==> src/rtl/mem_wb_stage.sv <==
// ---------------------------------------------------------------------------
// mem_wb_stage
//
// MEM/WB pipeline stage of the 5-stage forwarding pipeline, directly upstream
// of the register file. Non-load results are registered for one cycle. For a
// load, the stage stalls EX/MEM and waits a variable number of cycles for the
// data-memory response. It then extends the addressed byte or half-word and
// registers it. All write-side outputs are functions of registers only, so
// they are stable for the whole cycle. The RF samples them on negedge.
//
// Ports
//   clk, rst        clock; synchronous active-high reset
//   in_*            EX/MEM instruction fields (valid, regwrite, memtoreg,
//                   jal, ld_type, byte_off, wa, alu, pcadd4)
//   dm_rvalid/rdata data-memory load response (single-cycle pulse)
//   stall_o         upstream must hold EX/MEM (high while a load is pending)
//   rf_we/wa/wd     register-file write port
//   rf_31we/pcadd4  link ($31) write port
//   fwd_*           WB forwarding bus (mirrors the RF write port)
//   misalign_o      sticky: a misaligned load has completed
//   spurious_o      sticky: dm_rvalid arrived with no load pending
//
// Assumes DATA_W >= 32, because the load lanes are 32-bit word lanes.
// ---------------------------------------------------------------------------
module mem_wb_stage #(
  parameter int DATA_W = 32,
  parameter int REG_AW = 5
) (
  input  logic              clk,
  input  logic              rst,
  input  logic              in_valid,
  input  logic              in_regwrite,
  input  logic              in_memtoreg,
  input  logic              in_jal,
  input  logic [2:0]        in_ld_type,
  input  logic [1:0]        in_byte_off,
  input  logic [REG_AW-1:0] in_wa,
  input  logic [DATA_W-1:0] in_alu,
  input  logic [DATA_W-1:0] in_pcadd4,
  input  logic              dm_rvalid,
  input  logic [DATA_W-1:0] dm_rdata,
  output logic              stall_o,
  output logic              rf_we,
  output logic [REG_AW-1:0] rf_wa,
  output logic [DATA_W-1:0] rf_wd,
  output logic              rf_31we,
  output logic [DATA_W-1:0] rf_pcadd4,
  output logic              fwd_valid,
  output logic [REG_AW-1:0] fwd_addr,
  output logic [DATA_W-1:0] fwd_data,
  output logic              misalign_o,
  output logic              spurious_o
);

  typedef enum logic {
    ST_IDLE = 1'b0,
    ST_WAIT = 1'b1
  } state_t;

  localparam logic [2:0] LD_LW  = 3'b000;
  localparam logic [2:0] LD_LB  = 3'b001;
  localparam logic [2:0] LD_LBU = 3'b010;
  localparam logic [2:0] LD_LH  = 3'b011;
  localparam logic [2:0] LD_LHU = 3'b100;

  localparam logic [REG_AW-1:0] LINK_REG = REG_AW'(31);

  state_t             state_reg;
  logic               wb_v_reg;
  logic               wb_regwrite_reg;
  logic               wb_jal_reg;
  logic [REG_AW-1:0]  wb_wa_reg;
  logic [DATA_W-1:0]  wb_wd_reg;
  logic [DATA_W-1:0]  wb_pcadd4_reg;
  logic               wb_misalign_reg;
  logic [2:0]         ld_type_reg;
  logic [1:0]         ld_off_reg;
  logic               misalign_reg;
  logic               spurious_reg;

  // Load extraction uses the lane captured at accept time, because the
  // EX/MEM fields may already belong to the next instruction.
  logic [7:0]         byte_sel;
  logic [15:0]        half_sel;
  logic [DATA_W-1:0]  ld_data;
  logic               ld_misaligned;

  always_comb begin
    byte_sel      = dm_rdata[7:0];
    half_sel      = ld_off_reg[1] ? dm_rdata[31:16] : dm_rdata[15:0];
    ld_data       = dm_rdata;
    ld_misaligned = 1'b0;
    case (ld_off_reg)
      2'd0:    byte_sel = dm_rdata[7:0];
      2'd1:    byte_sel = dm_rdata[15:8];
      2'd2:    byte_sel = dm_rdata[23:16];
      default: byte_sel = dm_rdata[31:24];
    endcase
    case (ld_type_reg)
      LD_LB:  ld_data = {{(DATA_W-8){byte_sel[7]}}, byte_sel};
      LD_LBU: ld_data = {{(DATA_W-8){1'b0}}, byte_sel};
      LD_LH: begin
        ld_data       = {{(DATA_W-16){half_sel[15]}}, half_sel};
        ld_misaligned = ld_off_reg[0];
      end
      LD_LHU: begin
        ld_data       = {{(DATA_W-16){1'b0}}, half_sel};
        ld_misaligned = ld_off_reg[0];
      end
      default: begin
        // LW. Reserved encodings are also treated as a full-word load.
        ld_data       = dm_rdata;
        ld_misaligned = (ld_off_reg != 2'd0);
      end
    endcase
  end

  always_ff @(posedge clk) begin
    if (rst) begin
      state_reg       <= ST_IDLE;
      wb_v_reg        <= 1'b0;
      wb_regwrite_reg <= 1'b0;
      wb_jal_reg      <= 1'b0;
      wb_wa_reg       <= '0;
      wb_wd_reg       <= '0;
      wb_pcadd4_reg   <= '0;
      wb_misalign_reg <= 1'b0;
      ld_type_reg     <= LD_LW;
      ld_off_reg      <= 2'd0;
      misalign_reg    <= 1'b0;
      spurious_reg    <= 1'b0;
    end else begin
      case (state_reg)
        ST_IDLE: begin
          if (dm_rvalid) begin
            spurious_reg <= 1'b1;
          end
          // stall_o is low in IDLE, so in_valid alone means accept.
          if (in_valid) begin
            wb_regwrite_reg <= in_regwrite;
            wb_jal_reg      <= in_jal;
            wb_wa_reg       <= in_wa;
            wb_pcadd4_reg   <= in_pcadd4;
            if (in_memtoreg) begin
              ld_type_reg <= in_ld_type;
              ld_off_reg  <= in_byte_off;
              wb_v_reg    <= 1'b0;
              state_reg   <= ST_WAIT;
            end else begin
              wb_wd_reg       <= in_alu;
              wb_misalign_reg <= 1'b0;
              wb_v_reg        <= 1'b1;
            end
          end else begin
            wb_v_reg <= 1'b0;
          end
        end
        default: begin
          if (dm_rvalid) begin
            wb_wd_reg       <= ld_data;
            wb_misalign_reg <= ld_misaligned;
            if (ld_misaligned) begin
              misalign_reg <= 1'b1;
            end
            wb_v_reg  <= 1'b1;
            state_reg <= ST_IDLE;
          end else begin
            wb_v_reg <= 1'b0;
          end
        end
      endcase
    end
  end

  logic link_we;
  logic reg_we;

  assign link_we = wb_v_reg & wb_jal_reg;
  // $31 has a single writer. A JAL that also names $31 as rd writes
  // through the link port only.
  assign reg_we  = wb_v_reg & wb_regwrite_reg & (wb_wa_reg != '0) & ~wb_misalign_reg
                 & ~(link_we & (wb_wa_reg == LINK_REG));

  assign stall_o    = (state_reg == ST_WAIT);
  assign rf_we      = reg_we;
  assign rf_wa      = wb_wa_reg;
  assign rf_wd      = wb_wd_reg;
  assign rf_31we    = link_we;
  assign rf_pcadd4  = wb_pcadd4_reg;
  assign fwd_valid  = reg_we;
  assign fwd_addr   = wb_wa_reg;
  assign fwd_data   = wb_wd_reg;
  assign misalign_o = misalign_reg;
  assign spurious_o = spurious_reg;

endmodule

==> config.mk <==
export PLATFORM = sky130hd
export DESIGN_NAME = mem_wb_stage
export DESIGN_NICKNAME = d
export VERILOG_FILES = /design/src/rtl/mem_wb_stage.sv
export SDC_FILE = /design/constraint.sdc
export NUM_CORES = 1
export LEC_CHECK = 0
export CAP_MARGIN = 10
export CORE_MARGIN = 4
export CORE_UTILIZATION = 40
export DETAILED_ROUTE_END_ITERATION = 8
export GPL_ROUTABILITY_DRIVEN = 0
export HOLD_SLACK_MARGIN = 0.02
export MAX_ROUTING_LAYER = met4
export PLACE_DENSITY = 0.86
export SYNTH_ARGS = -nofsm -noshare
export SYNTH_HDL_FRONTEND = slang
export SYNTH_SLANG_ARGS = --single-unit
export TNS_END_PERCENT = 100
==> constraint.sdc <==
create_clock -name clk -period 2.5 [get_ports clk]
set_input_delay 0.25 -clock clk [delete_from_list [all_inputs] [get_ports clk]]
set_output_delay 0.25 -clock clk [all_outputs]
set_load 0.05 [all_outputs]
==> results.yml, run 1 <==
run_status:
  status: "complete, no violations"
clocking:
  cts_hold_buffers: 0
  cts_setup_buffers: 0
  tritoncts: "done"
  cts.path.max_buffers: 2
  clk_pin_slew_worst_paths_ns: 0.08
  clk_latency_ns: 0.35
  cts_resized: 0
  cts_made_buffers: 9
  cts_max_level: 3
  cts_root_buffer: "clkbuf_8"
  cts.sinks: 81
die:
  std_cell_rows: 37
  core_area_mm2: 0.0103
  dieWidth_um: 110
  die_y_um: 110
  ioPinCount: 225
  dieArea_mm2: 0.0122
  initial_core_util_pct: 40.8
setup_path:
  worst_r2r_path_depth: 4
  crit_required_ns: 2.25
  r2r-start: "stall_o$_SDFF_PP0_"
  crit_type: "register to primary output"
  critPathArrivalTime_ns: 2.15
  rr_endpoint: "fwd_data[15]$_SDFFE_PP0P_"
  r2r_setup_slack_ns: 0.39
  cp-end-kind: "primary output"
  start_kind: "register"
  path_max_fanout: 5
cells_and_area:
  nFillCells: 878
  nets: 793
  stdcell_count: 821
  drive_gt1_share_pct: 7.88
  n_antenna_cell: 0
  syn_to_final_growth_pct: 53.9
logic_synthesis:
  synth_ff_type: "dfxtp_1"
  synthTopCellsByCount: "nand2_1, dfxtp_1, a21oi_1"
  postSynthCellCount: 510
  yosysSeqAreaShare_pct: 38.7
  post-synth-top-count-cell: "nand2_1"
  synth.largest_area_cell: "dfxtp_1"
  ys_async_sr_fraction_pct: 0
  syn-cell-area_mm2: 0.00420
  synthTopCellsByArea: "dfxtp_1, nand2_1, a21oi_1"
  syn_avg_cell_area_um2: 8.23
  synth_edf_count: 0
  yosysUniqueCellTypes: 49
  synth_nets: 623
  ys_ff_latch: 81
  yosys_warnings: 0
  synth_top_area_share_pct: 38.7
global_route:
  grt_pass1_wl_um: 23500
  grt_pass1_vias: 4505
  grtUsageTotal_pct: 24.1
  globalRoute.totalOverflow: 0
  grt_max_degree: 50
  grt_antenna_before_repair: 0
power:
  p_leak_nw: 2.34
  p_per_area_mw_per_mm2: 575
  total_power_mw: 3.71
  ir_drop_v: 0.000367
place:
  place_inst: 804
  port_buffers: 224
  hpwl_um: 11400
  place_ws_ns: 0.187
sta:
  clock.fmax_mhz: 416
  finalSetupViolations: 0
  finalHoldViolCount: 0
  fin_ws_ns: 0.0983
  fin_skew_ns: 0.0133
  period_minus_slack_ns: 2.40
  min_period_over_period_pct: 96.1
  finalSetupTns_ns: 0
  slew_violations: 0
  rsz0062_at_grt: "false"
  slew_headroom_pct: 40.9
  holdWs_ns: 0.317
  worstMarginPinSlew_ns: 0.887
route:
  detail-route-antenna-nets: 0
  routed_wl_um: 14800
  wl_per_cell_um: 18.0
  vias_per_cell: 5.49
  firstDrtPassIters: 5
  drc: 0
  vias: 4506
  drt_iter0_drc: 360
hold_path:
  hp-class: "input pin to register"
  min_to: "misalign_o$_SDFFE_PP0P_"
  hold_start: "rst"
  hold_depth: 2
flow_run:
  maxCapViolations: 0
==> through the flow <==
step | area, µm² | utilization, %
after floorplan | 4200 | -
after global placement | 6220 | 60.6
after detailed placement | 6220 | 60.6
after CTS | 6450 | 62.8
after global routing | 6460 | 62.8
final | 6460 | 62.8
==> worst max-delay path by stage <==
stage	startpoint	end	slack, ns	cells past startpoint
after floorplan	fwd_addr[0]$_SDFFE_PP0P_	rf_we	0.08	4
after global placement	in_valid	fwd_data[15]$_SDFFE_PP0P_	0.28	5
after detailed placement	in_memtoreg	fwd_data[27]$_SDFFE_PP0P_	0.19	5
after CTS	fwd_addr[0]$_SDFFE_PP0P_	fwd_valid	0.08	4
after global routing	fwd_addr[0]$_SDFFE_PP0P_	fwd_valid	0.02	4
final	fwd_addr[0]$_SDFFE_PP0P_	fwd_valid	0.1	4
==> where the power goes <==
group / switching, mW / internal, mW
sequential: 0.0665 / 1.37
combinational: 0.713 / 0.476
clock: 0.515 / 0.573
total: 1.29 / 2.42
==> routing by layer <==
layer | vias up | wire, µm | track usage [%]
li1 | 2102 | - | -
met1 | 2107 | 5750 | 28.7
met2 | 249 | 7340 | 39.3
met3 | 48 | 1200 | 5.04
met4 | 0 | 473 | 10.4
met5 | - | 0 | -
==> logic make-up after synthesis <==
logic type,after synthesis,share of synthesized area [%]
buffers and inverters,90,13.2
muxes,9,4.56
xor gates and xnor gates,1,0.209
and+or+nand+nor,163,17.3
AOI/OAI and AO/OA,166,26.1
DFF,81,38.7
==> critical path, stage by stage, from the launching register on <==
cell and delay [ns]:
dfxtp_1 0.35, or4_1 0.52, nor2_1 0.15, nor4_2 0.07, clkdlybuf4s50_1 0.71
==> cell type report <==
type	count	area, µm²	share of cell area [%]
multi-input cells	339	2030	31.5
clock buffers	9	124	1.92
inverters	11	41.3	0.639
repair buffers	238	2360	36.6
well taps	136	170	2.64
flip-flops and latches	81	1620	25.1
clock inverters	7	101	1.57
==> cells in the final DEF, fill, tap and decap left out, types with 3 or more instances in the layout <==
cell	count
nor2_1	19
clkbuf_8	9
o21ai_0	26
inv_6	3
a221oi_1	6
a22oi_1	7
nand2_1	106
mux4_2	8
buf_4	13
nand3_1	6
a211oi_1	9
o32ai_1	7
inv_1	10
and3_1	15
a21oi_1	73
a311o_1	7
clkdlybuf4s50_1	222
dfxtp_1	81
o2bb2ai_1	17
Note: power is estimated with default switching activity, not from simulation.
==> inputs of run 2 (changes only) <==
--- a/config.mk
+++ b/config.mk
@@ -8,11 +8,13 @@
 export CAP_MARGIN = 10
 export CORE_MARGIN = 4
 export CORE_UTILIZATION = 40
+export CTS_BUF_LIST = sky130_fd_sc_hd__clkbuf_16
 export DETAILED_ROUTE_END_ITERATION = 8
 export GPL_ROUTABILITY_DRIVEN = 0
 export HOLD_SLACK_MARGIN = 0.02
 export MAX_ROUTING_LAYER = met4
 export PLACE_DENSITY = 0.86
+export SLEW_MARGIN = 30
 export SYNTH_ARGS = -nofsm -noshare
 export SYNTH_HDL_FRONTEND = slang
 export SYNTH_SLANG_ARGS = --single-unit
==> run 2 against run 1 <==
Against the previous run:
- via count shrank 1.3%
- critical path depth is the same
- combinational power is essentially flat
- clock skew shrank 0.0029 ns
- highest routed layer unchanged
- largest power group unchanged
- non-clock buffer count shrank 1
==> results.yml, run 2 (synthesized netlist as in run 1, its figures left out) <==
clocking:
  cts_setup_buffers: 0
  cts_hold_buffers: 0
  cts_max_level: 3
  tritoncts: "done"
  cts_root_buffer: "clkbuf_16"
  cts.sinks: 81
  clk_latency_ns: 0.33
  cts_resized: 0
  clk_pin_slew_worst_paths_ns: 0.07
  cts_made_buffers: 9
  cts.path.max_buffers: 2
sta:
  finalHoldViolCount: 0
  min_period_over_period_pct: 95.1
  slew_headroom_pct: 41.0
  holdWs_ns: 0.343
  worstMarginPinSlew_ns: 0.886
  fin_ws_ns: 0.122
  finalSetupViolations: 0
  fin_skew_ns: 0.0103
  clock.fmax_mhz: 420
  slew_violations: 0
  period_minus_slack_ns: 2.38
  finalSetupTns_ns: 0
  rsz0062_at_grt: "false"
power:
  total_power_mw: 3.96
  p_leak_nw: 2.37
  ir_drop_v: 0.000393
  p_per_area_mw_per_mm2: 607
route:
  wl_per_cell_um: 17.9
  vias: 4446
  drc: 0
  vias_per_cell: 5.42
  firstDrtPassIters: 5
  drt_iter0_drc: 300
  detail-route-antenna-nets: 0
  routed_wl_um: 14700
cells_and_area:
  drive_gt1_share_pct: 7.89
  n_antenna_cell: 0
  final_cell_mix: "clkdlybuf4s50_1, nand2_1, dfxtp_1, a21oi_1, o21ai_0"
  nFillCells: 879
  layout_commonest_cell: "clkdlybuf4s50_1"
  nets: 792
  design_area_mm2: 0.00653
  syn_to_final_growth_pct: 55.6
  stdcell_count: 820
  postLayoutCoreUtil_pct: 63.5
die:
  core_area_mm2: 0.0103
  dieWidth_um: 110
  std_cell_rows: 37
  dieArea_mm2: 0.0122
  die_y_um: 110
  initial_core_util_pct: 40.8
  ioPinCount: 225
flow_run:
  maxCapViolations: 0
run_status:
  status: "complete, no violations"
global_route:
  grt_pass1_vias: 4491
  grt_antenna_before_repair: 0
  grtUsageTotal_pct: 23.6
  grt_pass1_wl_um: 23000
  grt_max_degree: 50
  globalRoute.totalOverflow: 0
place:
  port_buffers: 224
  place_inst: 804
  hpwl_um: 11400
  place_ws_ns: 0.252
  placed_area_mm2: 0.00623
setup_path:
  path_max_fanout: 5
  crit_required_ns: 2.25
  crit_family: "simple AND/OR/NAND/NOR gates"
  cp.buffers_inverters: 1
  cp-end-kind: "primary output"
  critPathMaxStageDelay_ns: 0.71
  start_kind: "register"
  slowest_stage: "clkdlybuf4s50_1"
  crit_type: "register to primary output"
  critPathArrivalTime_ns: 2.13
  path_cells: "or4_1 > nor2_1 > nor4_2 > clkdlybuf4s50_1"
hold_path:
  hp-class: "input pin to register"
[run 2: cell types whose count changed in the layout (fill, tap and decap cells not counted)]
| cell | delta |
|---|---|
| buf_4 | -1 |
| clkinv_2 | +1 |
| clkbuf_8 | -9 |
| clkbuf_16 | +9 |
| bufinv_16 | -1 |
| nor2b_2 | +1 |
| nor2b_1 | -1 |
[run 2: power by group]
part	switching, mW	internal [mW]
Combinational	0.713	0.475
Clock	0.555	0.783
Sequential	0.0662	1.37
[run 2: final timing paths]
path	from	endpoint	slack (ns)	cells past startpoint
worst min register to register	wb_jal_reg$_SDFFE_PP0P_	wb_jal_reg$_SDFFE_PP0P_	0.45	2
worst max register to register	stall_o$_SDFF_PP0_	fwd_data[27]$_SDFFE_PP0P_	0.37	4
worst min-delay path	rst	fwd_data[2]$_SDFFE_PP0P_	0.34	2
worst max-delay path	fwd_addr[0]$_SDFFE_PP0P_	fwd_valid	0.12	4
[run 2: metal layers]
metal  global-route usage [%]  vias to the layer above  routed length, µm
li1                         -                     2109                  -
met1                     27.5                     2049               5670
met2                     38.6                      241               7280
met3                     5.21                       47               1200
met4                     10.9                        0                523
met5                        -                        -                  0
[run 2: cell type report]
cell class,count,area [µm²],area share (%)
clock buffer,9,225,3.45
timing repair buffer,237,2360,36.1
sequential,81,1620,24.8
tap,136,170,2.61
inverter,11,41.3,0.632
clock inverter,7,76.3,1.17
multi-input combinational,339,2040,31.2
==> inputs of run 3 (changes only) <==
--- a/config.mk
+++ b/config.mk
@@ -6,6 +6,7 @@
 export NUM_CORES = 1
 export LEC_CHECK = 0
 export CAP_MARGIN = 10
+export CORE_ASPECT_RATIO = 0.6
 export CORE_MARGIN = 4
 export CORE_UTILIZATION = 40
 export CTS_BUF_LIST = sky130_fd_sc_hd__clkbuf_16
==> run 3 against run 2 <==
Against the previous run:
- first-iteration DRC count grew 15%
- register-to-register slack lost 0.03 ns
- hold slack gained 0.039 ns
- wire length grew 3.9%
- critical path type unchanged
- global-route usage grew 1.5 points
- cell count is the same
- clock-buffer cell count is the same
- largest power group unchanged
- largest cell class unchanged
- die area grew 0.45%
==> results.yml, run 3 (synthesized netlist as in run 1, its figures left out) <==
setup_path:
  r2r-start: "stall_o$_SDFF_PP0_"
  critPathArrivalTime_ns: 2.08
  rr_endpoint: "fwd_data[17]$_SDFFE_PP0P_"
  start_kind: "register"
  r2r_setup_slack_ns: 0.34
  path_cells: "or4_1 > nor2_1 > nor4_2 > clkdlybuf4s50_1"
  slowest_stage: "clkdlybuf4s50_1"
  crit_family: "simple AND/OR/NAND/NOR gates"
  crit_type: "register to primary output"
  critPathMaxStageDelay_ns: 0.70
  cp.buffers_inverters: 1
  worst_r2r_path_depth: 5
  path_max_fanout: 5
  cp-end-kind: "primary output"
  crit_required_ns: 2.25
route:
  firstDrtPassIters: 6
  drc: 0
  vias: 4538
  routed_wl_um: 15200
  wl_per_cell_um: 18.6
  drt_iter0_drc: 344
  vias_per_cell: 5.53
  detail-route-antenna-nets: 0
global_route:
  globalRoute.totalOverflow: 0
  grt_max_degree: 47
  grt_antenna_before_repair: 0
  grt_pass1_wl_um: 23700
  grt_pass1_vias: 4495
  grtUsageTotal_pct: 25.0
clocking:
  cts.path.max_buffers: 2
  cts_max_level: 3
  cts_hold_buffers: 0
  clk_latency_ns: 0.34
  cts_setup_buffers: 0
  cts.sinks: 81
  clk_pin_slew_worst_paths_ns: 0.06
  cts_root_buffer: "clkbuf_16"
  cts_made_buffers: 9
  tritoncts: "done"
  cts_resized: 0
hold_path:
  min_to: "wb_misalign_reg$_SDFFE_PP0P_"
  hp-class: "input pin to register"
  hold_depth: 2
  hold_start: "rst"
place:
  hpwl_um: 11600
  place_inst: 804
  port_buffers: 224
  place_ws_ns: 0.239
cells_and_area:
  seq_area_mm2: 0.00162
  final_cell_mix: "clkdlybuf4s50_1, nand2_1, dfxtp_1, a21oi_1, o21ai_0"
  nets: 793
  n_antenna_cell: 0
  multiInputGateArea_mm2: 0.00203
  stdcell_count: 820
  layout_commonest_cell: "clkdlybuf4s50_1"
  syn_to_final_growth_pct: 55.2
  drive_gt1_share_pct: 7.88
  postLayoutCoreUtil_pct: 64.7
  nFillCells: 789
die:
  dieArea_mm2: 0.0122
  core_area_mm2: 0.0101
  initial_core_util_pct: 41.7
  die_y_um: 87.3
  ioPinCount: 225
  std_cell_rows: 28
  dieWidth_um: 140
sta:
  finalSetupTns_ns: 0
  worstMarginPinSlew_ns: 0.894
  finalHoldViolCount: 0
  rsz0062_at_grt: "false"
  finalSetupViolations: 0
  clock.fmax_mhz: 429
  fin_skew_ns: 0.00680
  period_minus_slack_ns: 2.33
  holdWs_ns: 0.382
  slew_violations: 0
  fin_ws_ns: 0.168
  min_period_over_period_pct: 93.3
  slew_headroom_pct: 40.4
power:
  p_leak_nw: 2.36
  p_per_area_mw_per_mm2: 607
  ir_drop_v: 0.000355
run_status:
  status: "complete, no violations"
flow_run:
  maxCapViolations: 0
==> run 3: cell types whose count changed in the layout (fill, tap and decap cells not counted), sizes merged <==
cell      before  now
buf           15   16
clkinv         2    4
clkinvlp       2    3
inv           13   10
==> run 3: final cells by class <==
| class | count | area share, % |
|---|---|---|
| Clock buffer | 9 | 3.46 |
| Clock inverter | 7 | 1.10 |
| Inverter | 11 | 0.634 |
| Multi-Input combinational cell | 339 | 31.2 |
| Sequential cell | 81 | 24.9 |
| Tap cell | 135 | 2.59 |
| Timing Repair Buffer | 238 | 36.1 |
==> run 3: layer usage <==
metal / GRT usage, % / vias up / part of all wire (%)
met5: - / - / 0
met4: 6.33 / 0 / 1.6
met3: 7.57 / 31 / 11
met2: 39.4 / 281 / 46
met1: 31.8 / 2122 / 42
li1: - / 2104 / -
==> run 3: how the worst max path moves through the flow <==
| stage | startpoint | end | slack [ns] | depth (start not counted) |
|---|---|---|---|---|
| 2_1_floorplan | fwd_addr[0]$_SDFFE_PP0P_ | rf_we | 0.08 | 4 |
| 4_1_cts | fwd_addr[0]$_SDFFE_PP0P_ | fwd_valid | 0.15 | 4 |
| 5_1_grt | wb_v_reg$_SDFF_PP0_ | fwd_valid | 0.05 | 5 |
| 3_3_place_gp | dm_rdata[31] | fwd_data[20]$_SDFFE_PP0P_ | 0.29 | 6 |
| 6_report | fwd_addr[0]$_SDFFE_PP0P_ | fwd_valid | 0.17 | 4 |
| 3_5_place_dp | in_valid | fwd_data[25]$_SDFFE_PP0P_ | 0.24 | 5 |
==> run 3: per-stage QoR <==
stage	power [mW]	instance area (µm²)
2_1_floorplan	2.21	4200
3_3_place_gp	2.62	6210
3_5_place_dp	2.65	6210
4_1_cts	3.97	6510
5_1_grt	4.11	6510
6_report	3.95	6510
==> run 3: report_power, final <==
group / leakage, nW / switching [mW] / internal, mW
Clock: 0.137 / 0.547 / 0.771
Sequential: 0.665 / 0.0683 / 1.37
Combinational: 1.56 / 0.719 / 0.472
